[src/rtl/bsg_rr_pkg.sv]
// ============================================================================
// bsg_rr_pkg : shared types/helpers for the round-robin packet concentrator
// Revision   : 1.0
// ============================================================================
`default_nettype none

`ifndef BSG_RR_ENTRY_T
`define BSG_RR_ENTRY_T(dw, tw) struct packed { logic [(dw)-1:0] data; logic [(tw)-1:0] tag; logic last; }
`endif

package bsg_rr_pkg;

    localparam int BSG_RR_BUF_ENTRIES = 2;

    // Fold an index from the doubled request vector back onto a channel number.
    function automatic int rr_wrap(input int idx, input int n);
        return (idx >= n) ? idx - n : idx;
    endfunction

endpackage

`default_nettype wire

[src/rtl/bsg_rr_out_buf.sv]
// ============================================================================
// bsg_rr_out_buf : two-entry FIFO, valid/ready output, full from registers only
// Revision       : 1.0
// ============================================================================
`default_nettype none

module bsg_rr_out_buf
    import bsg_rr_pkg::*;
#(
    parameter int width_p = 8
) (
    input  logic               clk_i,
    input  logic               reset_i,
    input  logic               v_i,
    input  logic [width_p-1:0] data_i,
    output logic               full_o,
    output logic               v_o,
    output logic [width_p-1:0] data_o,
    input  logic               ready_i
);

    logic [width_p-1:0] mem_r [BSG_RR_BUF_ENTRIES];
    logic               wr_ptr_r;
    logic               rd_ptr_r;
    logic [1:0]         count_r;
    logic               enq;
    logic               deq;

    assign full_o = (count_r == 2'(BSG_RR_BUF_ENTRIES));
    assign v_o    = (count_r != 2'd0);
    assign data_o = mem_r[rd_ptr_r];
    assign enq    = v_i & ~full_o;
    assign deq    = v_o & ready_i;

    always_ff @(posedge clk_i) begin
        if (enq) begin
            mem_r[wr_ptr_r] <= data_i;
        end
    end

    always_ff @(posedge clk_i or posedge reset_i) begin
        if (reset_i) begin
            wr_ptr_r <= 1'b0;
            rd_ptr_r <= 1'b0;
            count_r  <= 2'd0;
        end else begin
            if (enq) wr_ptr_r <= ~wr_ptr_r;
            if (deq) rd_ptr_r <= ~rd_ptr_r;
            case ({enq, deq})
                2'b10:   count_r <= count_r + 2'd1;
                2'b01:   count_r <= count_r - 2'd1;
                default: count_r <= count_r;
            endcase
        end
    end

endmodule

`default_nettype wire

[src/rtl/bsg_round_robin_n_to_1_pkt.sv]
// ============================================================================
// bsg_round_robin_n_to_1_pkt : N-to-1 round-robin concentrator, packet lock
// Revision                   : 1.0
// ============================================================================
`default_nettype none

module bsg_round_robin_n_to_1_pkt
    import bsg_rr_pkg::*;
#(
    parameter int width_p        = 16,
    parameter int num_in_p       = 4,
    parameter int lock_on_last_p = 1
) (
    input  logic                          clk_i,
    input  logic                          reset_i,
    input  logic [num_in_p-1:0]           v_i,
    input  logic [num_in_p*width_p-1:0]   data_i,
    input  logic [num_in_p-1:0]           last_i,
    output logic [num_in_p-1:0]           yumi_o,
    output logic                          v_o,
    output logic [width_p-1:0]            data_o,
    output logic [$clog2(num_in_p)-1:0]   tag_o,
    output logic                          last_o,
    input  logic                          ready_i
);

    localparam int tag_width_lp = $clog2(num_in_p);
    localparam logic [num_in_p-1:0] one_lp = num_in_p'(1);

    typedef `BSG_RR_ENTRY_T(width_p, tag_width_lp) entry_t;

    logic [tag_width_lp-1:0]  last_r;
    logic [tag_width_lp-1:0]  lock_tag_r;
    logic                     lock_r;
    logic [num_in_p-1:0]      eligible;
    logic [2*num_in_p-1:0]    req2;
    logic [tag_width_lp-1:0]  grant;
    logic                     any_grant;
    logic                     full;
    logic                     enq;
    entry_t                   enq_entry;
    entry_t                   head_entry;

    always_comb begin
        eligible = v_i;
        if (lock_r) begin
            eligible = v_i & (one_lp << lock_tag_r);
        end
    end

    // Window [last_r+1, last_r+num_in_p] of the doubled vector is the rotated
    // request list; descending scan leaves the lowest hit in grant.
    assign req2 = {eligible, eligible};

    always_comb begin
        grant     = '0;
        any_grant = 1'b0;
        for (int j = 2*num_in_p-1; j >= 0; j--) begin
            if (req2[j] && (j > int'(last_r)) && (j <= int'(last_r) + num_in_p)) begin
                grant     = tag_width_lp'(rr_wrap(j, num_in_p));
                any_grant = 1'b1;
            end
        end
    end

    assign enq    = any_grant & ~full & ~reset_i;
    assign yumi_o = enq ? (one_lp << grant) : '0;

    always_comb begin
        enq_entry.data = data_i[int'(grant)*width_p +: width_p];
        enq_entry.tag  = grant;
        enq_entry.last = last_i[grant];
    end

    always_ff @(posedge clk_i or posedge reset_i) begin
        if (reset_i) begin
            last_r     <= tag_width_lp'(num_in_p-1);
            lock_r     <= 1'b0;
            lock_tag_r <= '0;
        end else if (enq) begin
            last_r <= grant;
            if (last_i[grant]) begin
                lock_r <= 1'b0;
            end else if (lock_on_last_p != 0) begin
                lock_r     <= 1'b1;
                lock_tag_r <= grant;
            end
        end
    end

    bsg_rr_out_buf #(
        .width_p ($bits(entry_t))
    ) u_out_buf (
        .clk_i   (clk_i),
        .reset_i (reset_i),
        .v_i     (enq),
        .data_i  (enq_entry),
        .full_o  (full),
        .v_o     (v_o),
        .data_o  (head_entry),
        .ready_i (ready_i)
    );

    assign data_o = head_entry.data;
    assign tag_o  = head_entry.tag;
    assign last_o = head_entry.last;

endmodule

`default_nettype wire

[config.mk]
export PLATFORM = sky130hd
export DESIGN_NAME = bsg_round_robin_n_to_1_pkt
export DESIGN_NICKNAME = d
export VERILOG_FILES = /design/src/rtl/bsg_rr_pkg.sv /design/src/rtl/bsg_rr_out_buf.sv /design/src/rtl/bsg_round_robin_n_to_1_pkt.sv
export SDC_FILE = /design/constraint.sdc
export NUM_CORES = 1
export LEC_CHECK = 0
export BUFFER_PORTS_ARGS = -buffer_cell sky130_fd_sc_hd__buf_2
export CAP_MARGIN = 20
export CORE_MARGIN = 4
export CORE_UTILIZATION = 49
export DETAILED_ROUTE_END_ITERATION = 10
export PLACE_DENSITY = 0.84
export SETUP_SLACK_MARGIN = 0.15
export SLEW_MARGIN = 20
export SYNTH_ARGS = -nofsm -noshare
export SYNTH_HDL_FRONTEND = slang
export SYNTH_SLANG_ARGS = --single-unit
[constraint.sdc]
create_clock -name clk_i -period 2.75 [get_ports clk_i]
set_input_delay 0.275 -clock clk_i [delete_from_list [all_inputs] [get_ports clk_i]]
set_output_delay 0.275 -clock clk_i [all_outputs]
set_load 0.01 [all_outputs]
==> reports/results.tsv, run 1 <==
stage	metric	value	unit
final_layout	stdcell_count	411	
timing	timing.fmax	0.4014	GHz
clock_network	clock_latency	0.30	ns
pwr	power.leakage	1.490	nW
drt	drt_iter0_markers	107	
floorplan	core_area	0.005140	mm^2
pwr	clkPwrFrac	14.9	%
synthesis	ys_seq_elements	47	
floorplan	start_util	50.97	%
global_route	grt_first_pass_wirelength	10230	um
synthesis	yosysTopAreaCell	edfxtp_1	
synthesis	syn_area_per_cell	11.34	um^2
synthesis	ys_top_cells_by_area	edfxtp_1, mux2_2, dfrtp_1, o211ai_1, a22oi_1	
global_route	antenna_found_initial	0	
timing	fin_setup_tns	0	ns
synthesis	synth_top_area_share	43.55	%
global_route	grt_max_degree	21	
setup_path	end_kind	output port	
clock_network	root_buffer	clkbuf_8	
place	portBuffers	98	
drt	viasPerCell	5.506	
final_layout	diodes	0	
pwr	p_seq_share	35.5	%
clock_network	clk_path_buf_depth	2	
drt	firstDrtPassIters	4	
drt	vias	2263	
setup_path	path_max_fanout	11	
global_route	grt_pass1_vias	2150	
floorplan	rows	26	
setup_path	slowest_stage	dfrtp_1	
pwr	report.power.total	3.992	mW
pwr	combPwrFrac	49.6	%
setup_path	required	2.48	ns
timing	max-slew-margin-rel	41.48	%
run	cap_violations	0	
timing	min_period	2.491	ns
timing	rsz0062_at_grt	true	
global_route	grt_overflow	0	
clock_network	cts.sinks	47	
setup_path	start_kind	flip-flop	
floorplan	die_x	81.12	um
synthesis	netlist_area	0.002620	mm^2
pwr	switchingPower	1.531	mW
global_route	grtUsageTotal	20.78	%
timing	fin_worst_skew	0.009506	ns
run_status	status	completed	
synthesis	ys_types	46	
final_layout	drive_gt1_share	46.04	%
timing	setup_viol_count_final	0	
timing	drv_slew	0	
drt	drc	0	
final_layout	nNetsFinal	416	
setup_path	max_stage_delay	0.52	ns
timing	period_share	90.59	%
pwr	powerDensity	1164	mW/mm^2
drt	ant_nets	0	
pwr	vdd_ir_drop_max	0.6268	mV
clock_network	cts_inserted_buffers	5	
clock_network	cts_tree	done	
synthesis	yosysWarnings	0	
floorplan	die-area	0.006580	mm^2
setup_path	crit_chain	o21ai_0 -> and2_1 -> o311ai_2 -> buf_4 -> nand2b_1 -> nor2_1 -> buf_2	
synthesis	syn-num-nets	307	
pwr	swShare	38.35	%
place	dp.cells	400	
pwr	internal-power	2.461	mW
floorplan	ioPinCount	99	
floorplan	die_height	81.12	um
synthesis	yosysSeqAreaShare	52.24	%
timing	hold_violations	0	
final_layout	layout-area-overhead-vs-synth	30.95	%
clock_network	clkSlewWorstSetupHoldPaths	0.09	ns
timing	worst_slew_pin_slew	0.8778	ns
setup_path	crit_type	reg -> out	
synthesis	syn_inst	231	
hold_path	hold_path.class	in -> reg	
drt	routed_wl	6868	um
clock_network	htree_levels	2	
place	hpwl	5147	um
setup_path	worstPathArrival	2.22	ns
drt	wl_per_cell	16.71	um
place	place_congestion	0.8651	
## cell usage in the layout (no fill, tap or decap), types with 2 or more instances in the layout
cell type and count:
buf_2 98, edfxtp_1 38, inv_1 23, mux2_2 20
o211ai_1 19, nand3_1 17, a22oi_1 16, buf_4 16
nor2_1 9, nand2_1 8, nand2b_1 6, dfrtp_1 6
clkbuf_8 5, o21ai_0 4, a21oi_1 4, nor2b_1 4
xnor2_1 3, and2_1 2, xor2_1 2, or3_1 2
mux2i_1 2, o21a_1 2, o22ai_1 2, mux2_4 2
a211oi_1 2, nor2_2 2, bufinv_16 2, dfstp_2 2
## power groups by stage
stage / logic (mW) / clock network (mW) / registers [mW]
finish: 1.98 / 0.596 / 1.42
global route: 2.16 / 0.636 / 1.44
CTS: 1.93 / 0.605 / 1.41
detailed placement: 1.92 / 0 / 1.42
global placement: 1.87 / 0 / 1.41
floorplan: 1.37 / 0 / 1.27
## critical path: cells and delay by family, from the launching register on
family,cells,cell delay (ns)
AO/OA/AOI/OAI,2,0.53
flip-flops,1,0.52
AND/OR/NAND/NOR,3,0.43
buffers and inverters,2,0.42
## per-stage QoR
| stage | hold slack, ns | worst slack [ns] | utilization (%) | cell area [um^2] |
|---|---|---|---|---|
| detailed placement | 0.2746 | 0.3159 | 63.29 | 3253 |
| global route | 0.3211 | 0.1120 | 66.75 | 3431 |
| floorplan | 0.1095 | 0.2479 | - | 2620 |
| finish | 0.3022 | 0.2588 | 66.75 | 3431 |
| global placement | 0.2650 | 0.3469 | 63.29 | 3253 |
| CTS | 0.3079 | 0.1566 | 66.14 | 3400 |
## registers in the layout, summed over array words and instances (netlist names)
name and cells:
u_out_buf.count_r 2, u_out_buf.wr_ptr_r 1, last_r 2, lock_r 1
u_out_buf.rd_ptr_r 1, u_out_buf.mem_r 38, lock_tag_r 2
## synth_stat cells (all sizes together)
master / number
edfxtp: 38
inv: 23
mux2: 22
o211ai: 19
nand3: 17
a22oi: 16
nor2: 11
clkbuf: 8
nand2: 8
dfrtp: 7
nand2b: 6
buf: 5
o21ai: 5
a21oi: 4
nor2b: 4
xnor2: 3
a211oi: 2
a21boi: 2
and2: 2
dfstp: 2
mux2i: 2
o21a: 2
o22ai: 2
o2bb2ai: 2
o311ai: 2
or3: 2
xor2: 2
a32o: 1
a41o: 1
and3: 1
and3b: 1
ha: 1
nand3b: 1
nor3: 1
nor4: 1
o21bai: 1
o22a: 1
o31ai: 1
or2: 1
or4: 1
## routing by layer
layer  global-route usage, %  routed length (um)
met4                   6.757                 127
met3                   2.772                 321
met2                   36.86                3700
met1                   26.13                2719
met5                       0                   0
## area by class of cell
cell class | instances | area [um^2]
Inverter | 23 | 86.33
Fill cell | 430 | 1709
Sequential cell | 47 | 1370
Clock buffer | 5 | 68.82
Multi-Input combinational cell | 148 | 1130
Tap cell | 70 | 87.58
Clock inverter | 3 | 67.56
Timing Repair Buffer | 115 | 620.6
## what timing repair did
action,CTS,global route
pin swaps,0,1
gates cloned,0,0
resized for setup,1,4
hold buffers,1,0
hold endpoints to repair,7,0
setup endpoints to repair,3,4
buffers inserted,0,2
## final timing paths
| kind | start | endpoint | slack [ns] | cells past startpoint |
|---|---|---|---|---|
| setup / recovery | lock_tag_r[1] | yumi_o[1] | 0.26 | 7 |
| hold / removal | ready_i | u_out_buf.rd_ptr_r | 0.30 | 3 |
| setup reg to reg | lock_tag_r[1] | lock_tag_r[1] | 0.38 | 6 |
| hold reg to reg | u_out_buf.count_r[1] | u_out_buf.count_r[1] | 0.49 | 1 |
| max in group asynchronous | reset_i | last_r[0] | 1.94 | 3 |
| min in group asynchronous | reset_i | lock_r | 0.49 | 3 |
## logic make-up (layout without fill, tap and decap cells)
| group | after synthesis | after routing | synth area share (%) |
|---|---|---|---|
| AOI/OAI and AO/OA | 61 | 61 | 17.86 |
| xor gates and xnor gates | 5 | 5 | 1.672 |
| adders and majority gates | 1 | 1 | 0.4775 |
| buffers and inverters | 36 | 146 | 5.731 |
| DFF | 47 | 47 | 52.24 |
| muxes | 24 | 24 | 10.51 |
| and+or+nand+nor | 57 | 57 | 11.51 |
No activity file was read; power rests on OpenSTA's default activity.
==> run 2: changes to the inputs <==
Clock period 2.75 ns to 2.3 ns, I/O delays scaled along.
==> run 2 against run 1 <==
The run now ends with negative setup slack left. Critical path type is now reg -> reg. Clock skew decreased by 0.0029 ns. Flip-flop and latch count unchanged. Worst hold slack got worse by 0.0060 ns. Setup slack got worse by 0.29 ns. Via count increased by 6.9%. Largest cell class unchanged. First-iteration DRC count increased by 23%.
==> reports/results.tsv, run 2 (synthesized netlist as in run 1, its figures left out) <==
stage	metric	value	unit
run_status	status	finished with violations	
run_status	violations	negative setup slack	
global_route	grt_first_pass_wirelength	11930	um
setup_path	rrSetupSlack	-0.04	ns
floorplan	die-area	0.006580	mm^2
drt	drt_iter0_markers	132	
final_layout	stdcell_count	433	
floorplan	core_area	0.005140	mm^2
timing	hold_violations	0	
hold_path	hp-start	data_i[53]	
final_layout	fillers	335	
global_route	grt_overflow	0	
timing	period_share	101.6	%
setup_path	critPathCapture	lock_tag_r[1]	
setup_path	slowest_stage	or4_4	
setup_path	r2r_end	lock_tag_r[1]	
floorplan	die_height	81.12	um
floorplan	die_x	81.12	um
final_layout	fin_area	0.003890	mm^2
pwr	powerDensity	1457	mW/mm^2
final_layout	final_common_cell	buf_2	
run	cap_violations	0	
setup_path	worstReg2RegStart	lock_tag_r[0]	
drt	wl_per_cell	19.06	um
timing	rsz0062_at_grt	true	
setup_path	crit_path_start	lock_tag_r[0]	
timing	setup_viol_count_final	3	
timing	worst_slew_pin_slew	0.3224	ns
clock_network	cts_inserted_buffers	5	
hold_path	hold_path.class	in -> reg	
setup_path	end_kind	flip-flop	
setup_path	worstPathArrival	2.52	ns
place	dpl_cell_area	0.003359	mm^2
clock_network	htree_levels	2	
place	hpwl	5313	um
final_layout	layout_common_cells	buf_2, edfxtp_1, inv_1, buf_4, mux2_2	
pwr	power.leakage	1.667	nW
clock_network	clkSlewWorstSetupHoldPaths	0.08	ns
setup_path	start_kind	flip-flop	
place	pre_cts_slack	-0.02654	ns
global_route	antenna_found_initial	0	
drt	routed_wl	8254	um
floorplan	ioPinCount	99	
setup_path	path_max_fanout	7	
global_route	grt_pass1_vias	2446	
drt	vias	2419	
final_layout	diodes	0	
setup_path	rr_worst_depth	7	
drt	firstDrtPassIters	4	
final_layout	regMostFlops	u_out_buf.mem_r	
clock_network	root_buffer	clkbuf_8	
clock_network	clk_path_buf_depth	2	
floorplan	start_util	50.97	%
clock_network	cts.sinks	47	
global_route	grt_max_degree	21	
drt	viasPerCell	5.587	
final_layout	largest_reg_flops	38	
timing	min_period	2.336	ns
final_layout	fin_util	75.68	%
drt	drc	0	
timing	max-slew-margin-rel	78.41	%
pwr	vdd_ir_drop_max	0.9497	mV
timing	setup_slack	-0.03584	ns
timing	timing.hold.ws	0.2962	ns
final_layout	layout-area-overhead-vs-synth	48.47	%
clock_network	clock_latency	0.29	ns
setup_path	crit_chain	buf_12 -> mux2i_2 -> o22a_2 -> o311ai_4 -> o2bb2ai_2 -> or4_4 -> mux2_4	
place	portBuffers	98	
timing	timing.fmax	0.4281	GHz
final_layout	drive_gt1_share	57.58	%
setup_path	crit_type	reg -> reg	
place	place_congestion	0.8960	
floorplan	rows	26	
drt	ant_nets	0	
clock_network	cts_tree	done	
global_route	grtUsageTotal	24.51	%
place	dp.cells	410	
timing	fin_worst_skew	0.006566	ns
setup_path	required	2.48	ns
timing	drv_slew	0	
final_layout	nNetsFinal	438	
setup_path	max_stage_delay	0.52	ns
-- run 2: cell count changes in the layout (fill, tap and decap cells not counted), sizes merged --
cell      change
clkbuf        +1
clkinvlp      -1
buf          +22
-- run 2: final cells by class --
| type | count | area, um^2 | share of cell area, % |
|---|---|---|---|
| Sequential cell | 47 | 1371 | 35.25 |
| Multi-Input combinational cell | 148 | 1309 | 33.64 |
| Timing Repair Buffer | 137 | 903.4 | 23.22 |
| Tap cell | 70 | 87.58 | 2.252 |
| Inverter | 23 | 86.33 | 2.219 |
| Clock buffer | 6 | 72.57 | 1.866 |
| Clock inverter | 2 | 60.06 | 1.544 |
-- run 2: where the power goes --
group	switching [mW]	internal, mW	total [mW]
combinational	1.74	1.62	3.36
sequential	0.186	1.43	1.61
clock	0.258	0.434	0.692
-- run 2: timing repair --
item / 4_1_cts / 5_1_grt
setup endpoints to repair: 76 / 78
pin swaps: 10 / 21
cloned: 1 / 0
endpoints found under the hold margin: 7 / 0
hold buffers: 1 / 0
buffers inserted: 11 / 2
gates resized for setup: 33 / 22
-- run 2: worst min-delay path by stage --
stage | to | slack [ns] | cells past startpoint
after global placement | u_out_buf.count_r[1] | 0.24 | 3
after detailed placement | u_out_buf.count_r[0] | 0.24 | 3
after CTS | u_out_buf.rd_ptr_r | 0.28 | 3
after global routing | u_out_buf.mem_r[0][6] | 0.30 | 3
after floorplan | lock_r | 0.06 | 1
final | u_out_buf.mem_r[1][8] | 0.30 | 3
-- run 2: worst max-delay path, delay by kind of cell (launching register included) --
kind | cells | cell delay (ns)
AOI/OAI and AO/OA | 3 | 0.65
and+or+nand+nor | 1 | 0.52
muxes | 2 | 0.46
DFF | 1 | 0.43
buffers and inverters | 1 | 0.16
-- run 2: per-stage QoR --
stage	setup TNS (ns)	power, mW
3_3_place_gp	0	4.108
3_5_place_dp	-0.4878	4.187
5_1_grt	-0.2368	5.955
6_report	-0.08326	5.666
4_1_cts	0	5.351
2_1_floorplan	0	3.221
-- run 2: routing by layer --
metal	vias to the layer above	share of wire (%)	GRT usage, %
met1	1140	36	29.42
met2	124	53	43.10
li1	1127	-	-
met3	28	7.0	3.769
met4	0	3.8	11.32
met5	-	0	0
==> run 3: changes to the inputs <==
Settings changed: ABC_AREA set to 1, CORE_UTILIZATION 49 to 48, PLACE_DENSITY 0.84 to 0.83.
==> run 3 against run 2 <==
The flow now finishes without violations. Sequential share of layout area rose by 5.7 points. First-iteration DRC count fell by 9.1%. Non-clock buffer count fell by 22. Count of clock-buffer cells in the layout did not move. Routed wire length fell by 21%. Register-to-register slack improved by 0.22 ns. Area after synthesis fell by 6.5%. Sequential power barely moved. Clock power fell by 11%. Combinational power fell by 21%. Via count fell by 7.7%.
==> reports/results.tsv, run 3 <==
stage	metric	value	unit
final_layout	drive_gt1_share	48.50	%
clock_network	clock_latency	0.29	ns
final_layout	diodes	0	
synthesis	yosysMostFrequentCell	nand2_1	
synthesis	yosysSeqAreaShare	55.90	%
timing	rsz0062_at_grt	true	
synthesis	yosysWarnings	0	
pwr	power.leakage	1.518	nW
place	dpl_cell_area	0.003055	mm^2
floorplan	rows	25	
run	cap_violations	0	
pwr	powerDensity	1462	mW/mm^2
drt	vias	2233	
floorplan	start_util	50.83	%
synthesis	ys_seq_elements	47	
setup_path	r2r_end	u_out_buf.mem_r[1][10]	
final_layout	nNetsFinal	442	
timing	fin_worst_skew	0.006243	ns
hold_path	hold-path-cell-count	3	
hold_path	hold_path.class	in -> reg	
synthesis	synth_edf_count	38	
global_route	grtUsageTotal	18.75	%
place	portBuffers	98	
drt	wl_per_cell	14.94	um
synthesis	synth_top_area_share	46.60	%
final_layout	layout_common_cells	buf_2, nand2_1, edfxtp_1, mux2_2, nand4_1	
final_layout	register_area	0.001369	mm^2
clock_network	root_buffer	clkbuf_8	
synthesis	ys_top_cells_by_area	edfxtp_1, nand2_1, mux2_2, dfrtp_1, nand4_1	
timing	hold_violations	0	
hold_path	hp-start	data_i[20]	
drt	routed_wl	6482	um
drt	ant_nets	0	
synthesis	ys_top_cells_by_count	nand2_1, edfxtp_1, mux2_2	
timing	fin_setup_tns	0	ns
setup_path	required	2.07	ns
timing	drv_slew	0	
synthesis	syn_inst	250	
pwr	vdd_ir_drop_max	0.6975	mV
synthesis	syn-num-nets	326	
synthesis	synthXorXnorAreaFrac	1.073	%
place	place_congestion	0.8723	
hold_path	min_to	u_out_buf.mem_r[0][7]	
clock_network	htree_levels	2	
drt	drc	0	
synthesis	async_flop_share	19.15	%
floorplan	die_height	79.43	um
clock_network	clk_path_buf_depth	2	
synthesis	synthSimpleGateAreaFrac	27.03	%
timing	timing.hold.ws	0.2404	ns
run_status	status	completed	
global_route	grt_pass1_vias	2109	
clock_network	cts_inserted_buffers	5	
timing	setup_viol_count_final	0	
setup_path	worstReg2RegStart	last_r[1]	
final_layout	final_common_cell	buf_2	
synthesis	synthMuxAreaShare	8.738	%
clock_network	cts.sinks	47	
timing	period_share	94.28	%
setup_path	worstPathArrival	1.94	ns
timing	timing.fmax	0.4612	GHz
floorplan	core_area	0.004817	mm^2
global_route	grt_max_degree	19	
synthesis	yosysTopAreaCell	edfxtp_1	
final_layout	fillers	367	
global_route	antenna_found_initial	0	
drt	firstDrtPassIters	4	
setup_path	end_kind	output port	
timing	min_period	2.168	ns
synthesis	synth-compound-area-share	2.351	%
synthesis	netlist_area	0.002449	mm^2
final_layout	regMostFlops	u_out_buf.mem_r	
synthesis	syn_area_per_cell	9.794	um^2
clock_network	clkSlewWorstSetupHoldPaths	0.09	ns
place	hpwl	4587	um
synthesis	synth_top_family_by_area	simple AND/OR/NAND/NOR gates	
timing	max-slew-margin-rel	73.16	%
setup_path	crit_type	reg -> out	
setup_path	path_max_fanout	8	
drt	drt_iter0_markers	120	
drt	viasPerCell	5.145	
floorplan	die-area	0.006308	mm^2
synthesis	synthAdderAreaFrac	0.5110	%
floorplan	ioPinCount	99	
setup_path	rr_worst_depth	12	
global_route	grt_first_pass_wirelength	9266	um
setup_path	start_kind	flip-flop	
global_route	grt_overflow	0	
clock_network	cts_tree	done	
final_layout	multi_input_area	0.001052	mm^2
floorplan	die_x	79.43	um
synthesis	ys_types	31	
final_layout	fin_area	0.003343	mm^2
final_layout	largest_reg_flops	38	
synthesis	yosys_most_used_dff	edfxtp_1	
final_layout	layout-area-overhead-vs-synth	36.54	%
timing	worst_slew_pin_slew	0.4017	ns
setup_path	rrSetupSlack	0.18	ns
run 3: cell count changes after synthesis, sizes merged, moves of 6 or more:
cell / change
a22oi: -16
clkbuf: -6
inv: -8
nand4: +18
nand3: -6
nand2b: -6
nand2: +97
o211ai: -19
run 3: how the worst max path moves through the flow:
stage,start,to,slack [ns]
finish,last_r[1],yumi_o[3],0.13
global placement,last_r[1],u_out_buf.mem_r[1][11],0.37
CTS,last_r[1],yumi_o[3],0.14
floorplan,lock_tag_r[1],u_out_buf.mem_r[1][0],0.05
detailed placement,last_r[1],u_out_buf.mem_r[1][10],0.30
global route,lock_tag_r[0],yumi_o[3],0.03
run 3: cell families after synthesis:
group           Yosys count
xor+xnor                  3
buf+inv                  23
flops                    47
fa+ha+maj                 1
compound gates            8
simple gates            149
mux                      19
run 3: repair_timing:
| item | CTS | global route |
|---|---|---|
| cloned | 0 | 0 |
| pin swaps | 0 | 15 |
| hold endpoints to repair | 7 | 0 |
| hold buffers | 1 | 0 |
| setup buffers | 0 | 10 |
| setup endpoints to repair | 2 | 29 |
| gates resized for setup | 1 | 24 |
run 3: routing by layer:
| layer | up-vias | wire (um) | GRT usage (%) |
|---|---|---|---|
| met2 | 77 | 3557 | 35.06 |
| li1 | 1075 | - | - |
| met1 | 1071 | 2476 | 21.87 |
| met4 | 0 | 109 | 5.155 |
| met5 | - | 0 | 0 |
| met3 | 10 | 338 | 3.160 |
run 3: power breakdown:
group / switching, mW / internal [mW]
registers: 0.139 / 1.48
logic: 1.61 / 1.04
clock network: 0.264 / 0.352
run 3: final cells by class:
class,count,area share (%)
clock buffers,6,2.470
flip-flops and latches,47,40.94
repair buffers,115,19.61
multi-input cells,180,31.47
inverters,17,1.946
well taps,67,2.507
clock inverters,2,1.048
run 3: per-stage QoR:
step                std cells  util (%)  power [mW]  setup slack (ns)
global route              434     69.40       5.200           0.02715
global placement          415     63.43       3.835            0.3738
CTS                       424     66.18       4.560            0.1414
detailed placement        415     63.43       3.938            0.2983
finish                    434     69.40       4.888            0.1315
floorplan                 250         -       3.201           0.05456
run 3: worst max-delay path: stages (launching register included):
cell and delay [ns]:
dfstp_2 0.57, nand2_2 0.09, o21ai_2 0.15, nand2_2 0.09, a21oi_4 0.32, nand2_2 0.11, nor2_1 0.15, buf_2 0.16
